===== config.mk =====
export PLATFORM = sky130hd
export DESIGN_NAME = imem_loader
export DESIGN_NICKNAME = d
export VERILOG_FILES = /design/src/rtl/loader_pkg.sv /design/src/rtl/word_packer.sv /design/src/rtl/imem_loader.sv
export SDC_FILE = /design/constraint.sdc
export NUM_CORES = 1
export LEC_CHECK = 0
export BUFFER_PORTS_ARGS = -buffer_cell sky130_fd_sc_hd__clkbuf_2
export CORE_MARGIN = 5
export CORE_UTILIZATION = 50
export CTS_CLUSTER_SIZE = 10
export DETAILED_ROUTE_END_ITERATION = 10
export PLACE_DENSITY = 0.75
export SLEW_MARGIN = 20
export SYNTH_ARGS = -nofsm -noshare
export SYNTH_HDL_FRONTEND = slang
export SYNTH_SLANG_ARGS = --single-unit

===== constraint.sdc =====
create_clock -name clk -period 5.01 [get_ports clk]
set_input_delay 0.501 -clock clk [delete_from_list [all_inputs] [get_ports clk]]
set_output_delay 0.501 -clock clk [all_outputs]
set_load 0.02 [all_outputs]

===== src/rtl/loader_pkg.sv =====
// Shared types and constants for the boot-time instruction memory loader.
package loader_pkg;

    typedef enum logic [2:0] {
        IDLE,
        LEN_LO,
        LEN_HI,
        DATA,
        CHECK,
        DONE,
        ERROR
    } ldr_state_t;

    localparam int LEN_W              = 16;
    localparam int DEFAULT_IMEM_DEPTH = 64;

endpackage


===== src/rtl/word_packer.sv =====
// Packs a byte stream little-endian into 32-bit words; word_valid_o flags the
// cycle the fourth byte arrives, with the completed word presented alongside.
module word_packer (
    input  logic        clk,
    input  logic        reset,
    input  logic        clr_i,
    input  logic        byte_vld_i,
    input  logic [7:0]  byte_i,
    output logic        word_valid_o,
    output logic [31:0] word_o
);

    logic [1:0]  cnt_q;
    logic [23:0] low_q;

    always_ff @(posedge clk or posedge reset) begin
        if (reset) begin
            cnt_q <= 2'd0;
            low_q <= 24'd0;
        end else if (clr_i) begin
            cnt_q <= 2'd0;
            low_q <= 24'd0;
        end else if (byte_vld_i) begin
            case (cnt_q)
                2'd0:    low_q[7:0]   <= byte_i;
                2'd1:    low_q[15:8]  <= byte_i;
                2'd2:    low_q[23:16] <= byte_i;
                default: low_q        <= low_q;
            endcase
            cnt_q <= cnt_q + 2'd1;
        end
    end

    // The top byte bypasses storage so the word is ready on the 4th byte itself.
    assign word_valid_o = byte_vld_i && (cnt_q == 2'd3);
    assign word_o       = {byte_i, low_q};

endmodule


===== src/rtl/imem_loader.sv =====
// Boot loader: receives a length-prefixed, checksummed byte image, writes it to
// imem word by word and releases the core from reset only after a clean load.
module imem_loader
    import loader_pkg::*;
#(
    parameter int IMEM_DEPTH = DEFAULT_IMEM_DEPTH,
    parameter int ADDR_W     = $clog2(IMEM_DEPTH)
) (
    input  logic              clk,
    input  logic              reset,
    input  logic              start,
    input  logic [7:0]        rx_data,
    input  logic              rx_valid,
    output logic              rx_ready,
    output logic              imem_wren,
    output logic [ADDR_W-1:0] imem_addr,
    output logic [31:0]       imem_wdata,
    output logic              core_hold,
    output logic              busy,
    output logic              done,
    output logic              error,
    output logic [ADDR_W:0]   word_count
);

    ldr_state_t        state_q;
    logic [7:0]        len_lo_q;
    logic [LEN_W-1:0]  len_q;
    logic [7:0]        csum_q;
    logic [ADDR_W:0]   widx_q;
    logic [ADDR_W:0]   wcnt_q;
    logic              wren_q;
    logic [ADDR_W-1:0] addr_q;
    logic [31:0]       wdata_q;
    logic              done_q;
    logic              error_q;
    logic              hold_q;

    logic              xfer;
    logic              load_go;
    logic              pk_vld;
    logic              pk_word_vld;
    logic [31:0]       pk_word;
    logic [LEN_W-1:0]  len_full;
    logic              len_bad;
    logic              last_word;

    assign rx_ready = (state_q == LEN_LO) || (state_q == LEN_HI) ||
                      (state_q == DATA)   || (state_q == CHECK);
    assign busy     = rx_ready;
    assign xfer     = rx_valid && rx_ready;
    assign load_go  = start && ((state_q == IDLE) || (state_q == DONE) || (state_q == ERROR));
    assign pk_vld   = xfer && (state_q == DATA);

    assign len_full  = {rx_data, len_lo_q};
    assign len_bad   = (len_full == '0) || (len_full > LEN_W'(IMEM_DEPTH));
    assign last_word = (LEN_W'(widx_q) == (len_q - LEN_W'(1)));

    word_packer u_packer (
        .clk          (clk),
        .reset        (reset),
        .clr_i        (load_go),
        .byte_vld_i   (pk_vld),
        .byte_i       (rx_data),
        .word_valid_o (pk_word_vld),
        .word_o       (pk_word)
    );

    always_ff @(posedge clk or posedge reset) begin
        if (reset) begin
            state_q  <= IDLE;
            len_lo_q <= 8'd0;
            len_q    <= '0;
            csum_q   <= 8'd0;
            widx_q   <= '0;
            wcnt_q   <= '0;
            wren_q   <= 1'b0;
            addr_q   <= '0;
            wdata_q  <= 32'd0;
            done_q   <= 1'b0;
            error_q  <= 1'b0;
            hold_q   <= 1'b1;
        end else begin
            wren_q <= 1'b0;
            // word_count follows completed writes, one cycle behind the capture.
            if (wren_q) begin
                wcnt_q <= wcnt_q + (ADDR_W+1)'(1);
            end
            case (state_q)
                IDLE, DONE, ERROR: begin
                    if (start) begin
                        state_q  <= LEN_LO;
                        done_q   <= 1'b0;
                        error_q  <= 1'b0;
                        hold_q   <= 1'b1;
                        len_lo_q <= 8'd0;
                        len_q    <= '0;
                        csum_q   <= 8'd0;
                        widx_q   <= '0;
                        wcnt_q   <= '0;
                    end
                end
                LEN_LO: begin
                    if (xfer) begin
                        len_lo_q <= rx_data;
                        state_q  <= LEN_HI;
                    end
                end
                LEN_HI: begin
                    if (xfer) begin
                        len_q <= len_full;
                        if (len_bad) begin
                            state_q <= ERROR;
                            error_q <= 1'b1;
                        end else begin
                            state_q <= DATA;
                        end
                    end
                end
                DATA: begin
                    if (xfer) begin
                        csum_q <= csum_q ^ rx_data;
                        if (pk_word_vld) begin
                            wren_q  <= 1'b1;
                            addr_q  <= widx_q[ADDR_W-1:0];
                            wdata_q <= pk_word;
                            widx_q  <= widx_q + (ADDR_W+1)'(1);
                            if (last_word) begin
                                state_q <= CHECK;
                            end
                        end
                    end
                end
                CHECK: begin
                    if (xfer) begin
                        if (rx_data == csum_q) begin
                            state_q <= DONE;
                            done_q  <= 1'b1;
                            hold_q  <= 1'b0;
                        end else begin
                            state_q <= ERROR;
                            error_q <= 1'b1;
                        end
                    end
                end
                default: begin
                    state_q <= IDLE;
                end
            endcase
        end
    end

    assign imem_wren  = wren_q;
    assign imem_addr  = addr_q;
    assign imem_wdata = wdata_q;
    assign core_hold  = hold_q;
    assign done       = done_q;
    assign error      = error_q;
    assign word_count = wcnt_q;

endmodule


==> metrics <==
outcome finished clean; # diodes 0; worst skew pair latency 0.51 ns; share of layout cells above drive strength 1 16.0%; total wire length 13,300 µm; crit path capture state_q[0]; number of setup violations in the final report 0; Synth Flop Type dfrtp_1; area delta synth->final 16.2%; max cap viols 0; Post-Synthesis Cells 637; Final Wtd Congestion 0.879; Slew Viols, Final 0; fin nets 698; CTS tree built; initial antenna violation count 0; I/O pins 63; die width 116 µm; DRC marker count from the first detailed-route iteration 364; Worst slew margin 45.7%; achievable frequency 356 MHz; die area 0.0134 mm²; CP Capture Type flip-flop; Initial DRT Pass Iterations 6; crit path from state_q[0]; final hold vios 0; Cell Area, Synth 0.00560 mm²; DP Area 0.00594 mm²; met1 usage 29.5%; root buffer cell clkbuf_8; PwrDens 564 mW/mm²; Core Region 0.0109 mm²; pin count of the biggest net entering global routing 69; htree depth 4; R2R cell count 7; total power 3670 µW; Yosys reg bits 117; worst slew pin tran 0.814 ns; Routed Antenna Nets 0; M2 GR Usage 31.9%; worst setup path category reg -> reg; CTS buffer count 17; Reg-to-Reg End state_q[0]; gr usage total 21.2%; R2R Path Start state_q[0]; Yosys warning count 0; vias in the first global route 4,674; Post-synth EDFFs 0; GRT met3 Usage 5.38%; Row Count 38; crit-path max FO 43; Starting Density 51.4%; leakage 0.00316 µW; CTS Hold Bufs 0; DP Wirelength 8810 µm; die height 116 µm; Sink Count 117; first-pass GRT wire length 22,500 µm; Arr. time, crit path 3.18 ns; post-route DRC violation count 0; Final Cycle Share 56.1%; Distinct cells, synth 59; Setup crit start kind flip-flop; ys async rst share 100%; RSZ-0062 raised after global routing no; GRT Max-Usage Layer met2; drt wl/cell 16.0 µm; Total Neg Setup Slack 0 ns; Tightest Hold Check Type in -> async; DR vias 4,663; clk_skew 0.0118 ns; Final Instance Area 0.00651 mm²; I/O Buffers 62; syn nets 656; post-layout minimum cycle time 2.81 ns; maximum vdd drop 0.000366 V; part of the Yosys area used for sequential elements 52.3%; vias per cell 5.60; setup bufs post-CTS 0; WP data required 5.38 ns; commonest non-fill, non-tap cell in the layout nand2_1; post-CTS sizing 0; FF-to-FF setup slack 2.20 ns; grt total ovfl 0; leading cell types in the layout, fill and taps excluded nand2_1, dfrtp_1, clkbuf_2; Avg Cell Area, Syn 8.79 µm²; Clock transition at path regs 0.06 ns; Clock Tree Buf Depth 2
[worst min-delay path by stage]
stage | from | end | depth (start not counted)
2_1_floorplan | u_packer.low_q[0] | imem_wdata[0] | 2
6_report | reset | imem_wdata[6] | 2
4_1_cts | reset | imem_wdata[12] | 2
3_5_place_dp | u_packer.low_q[2] | imem_wdata[2] | 2
3_3_place_gp | u_packer.low_q[2] | imem_wdata[2] | 2
5_1_grt | reset | imem_wdata[6] | 2
[through the flow]
step	utilization, %	std cells	setup WS, ns	hold slack [ns]
global route	59.8	832	1.96	0.244
detailed placement	54.5	800	2.15	0.455
CTS	59.8	832	2.21	0.178
finish	59.8	832	2.20	0.157
floorplan	-	637	1.41	0.439
global placement	54.5	800	2.24	0.454
[critical path: stages, from the launching register on]
cell       delay, ns
dfrtp_1         0.57
and4b_1         0.24
buf_4           0.31
nand2_1         0.15
inv_2           0.54
nand4_1         0.22
a2111oi_2       0.47
a31oi_1         0.15
[power by group]
group / internal, µW / switching, µW / total [µW]
Sequential: 1150 / 211 / 1360
Clock: 733 / 422 / 1150
Combinational: 461 / 700 / 1160
[per-layer routing]
metal | routed length, µm | vias to the layer above
met5 | 0 | -
met4 | 226 | 0
met3 | 914 | 22
met2 | 6190 | 171
met1 | 6010 | 2247
li1 | - | 2223
[Yosys cell counts (2+ instances only)]
library cell	n	area share (%)
nand3_1	33	2.9
nand2b_1	11	1.2
and2_1	3	0.34
or3_1	4	0.45
ha_1	7	1.6
buf_4	2	0.27
a21oi_1	31	2.8
nand2_1	208	14
buf_1	6	0.40
nand4_1	10	1.1
a2111oi_2	2	0.54
nor2_1	28	1.9
inv_1	8	0.54
mux2_2	2	0.40
nor3_1	5	0.45
o31ai_1	8	1.1
nor2b_1	4	0.45
a21o_1	2	0.27
dfrtp_1	116	52
o21ai_0	37	3.3
and3_1	4	0.45
mux2i_1	2	0.36
xor2_1	9	1.4
or4_1	3	0.40
xnor2_1	18	2.8
a22o_1	6	0.94
nor4_1	2	0.22
clkbuf_1	29	1.9
a31oi_1	4	0.45
buf_2	4	0.36
[flip-flops by register name, summed over array words and instances (netlist names)]
register / cells
core_hold: 1
imem_addr: 6
done: 1
imem_wren: 1
state_q: 3
len_lo_q: 8
csum_q: 8
imem_wdata: 32
u_packer.cnt_q: 2
error: 1
word_count: 7
widx_q: 7
u_packer.low_q: 24
len_q: 16
[layout make-up]
class | instances | area, µm²
Timing Repair Buffer | 65 | 333
Clock inverter | 11 | 125
Fill cell | 922 | 4380
Tap cell | 140 | 175
Multi-Input combinational cell | 469 | 2460
Inverter | 9 | 36.3
Sequential cell | 117 | 2930
Clock buffer | 21 | 449
[cells by family (layout without fill, tap and decap cells)]
kind of cell | count (synthesis) | count (layout) | synth area share [%]
xor gates and xnor gates | 27 | 27 | 4.22
adders and majority gates | 7 | 7 | 1.56
AOI/OAI and AO/OA | 103 | 103 | 11.4
DFF | 117 | 117 | 52.3
buffers and inverters | 51 | 106 | 3.77
and+or+nand+nor | 328 | 328 | 26.0
muxes | 4 | 4 | 0.759
No activity file was read; power rests on OpenSTA's default activity.
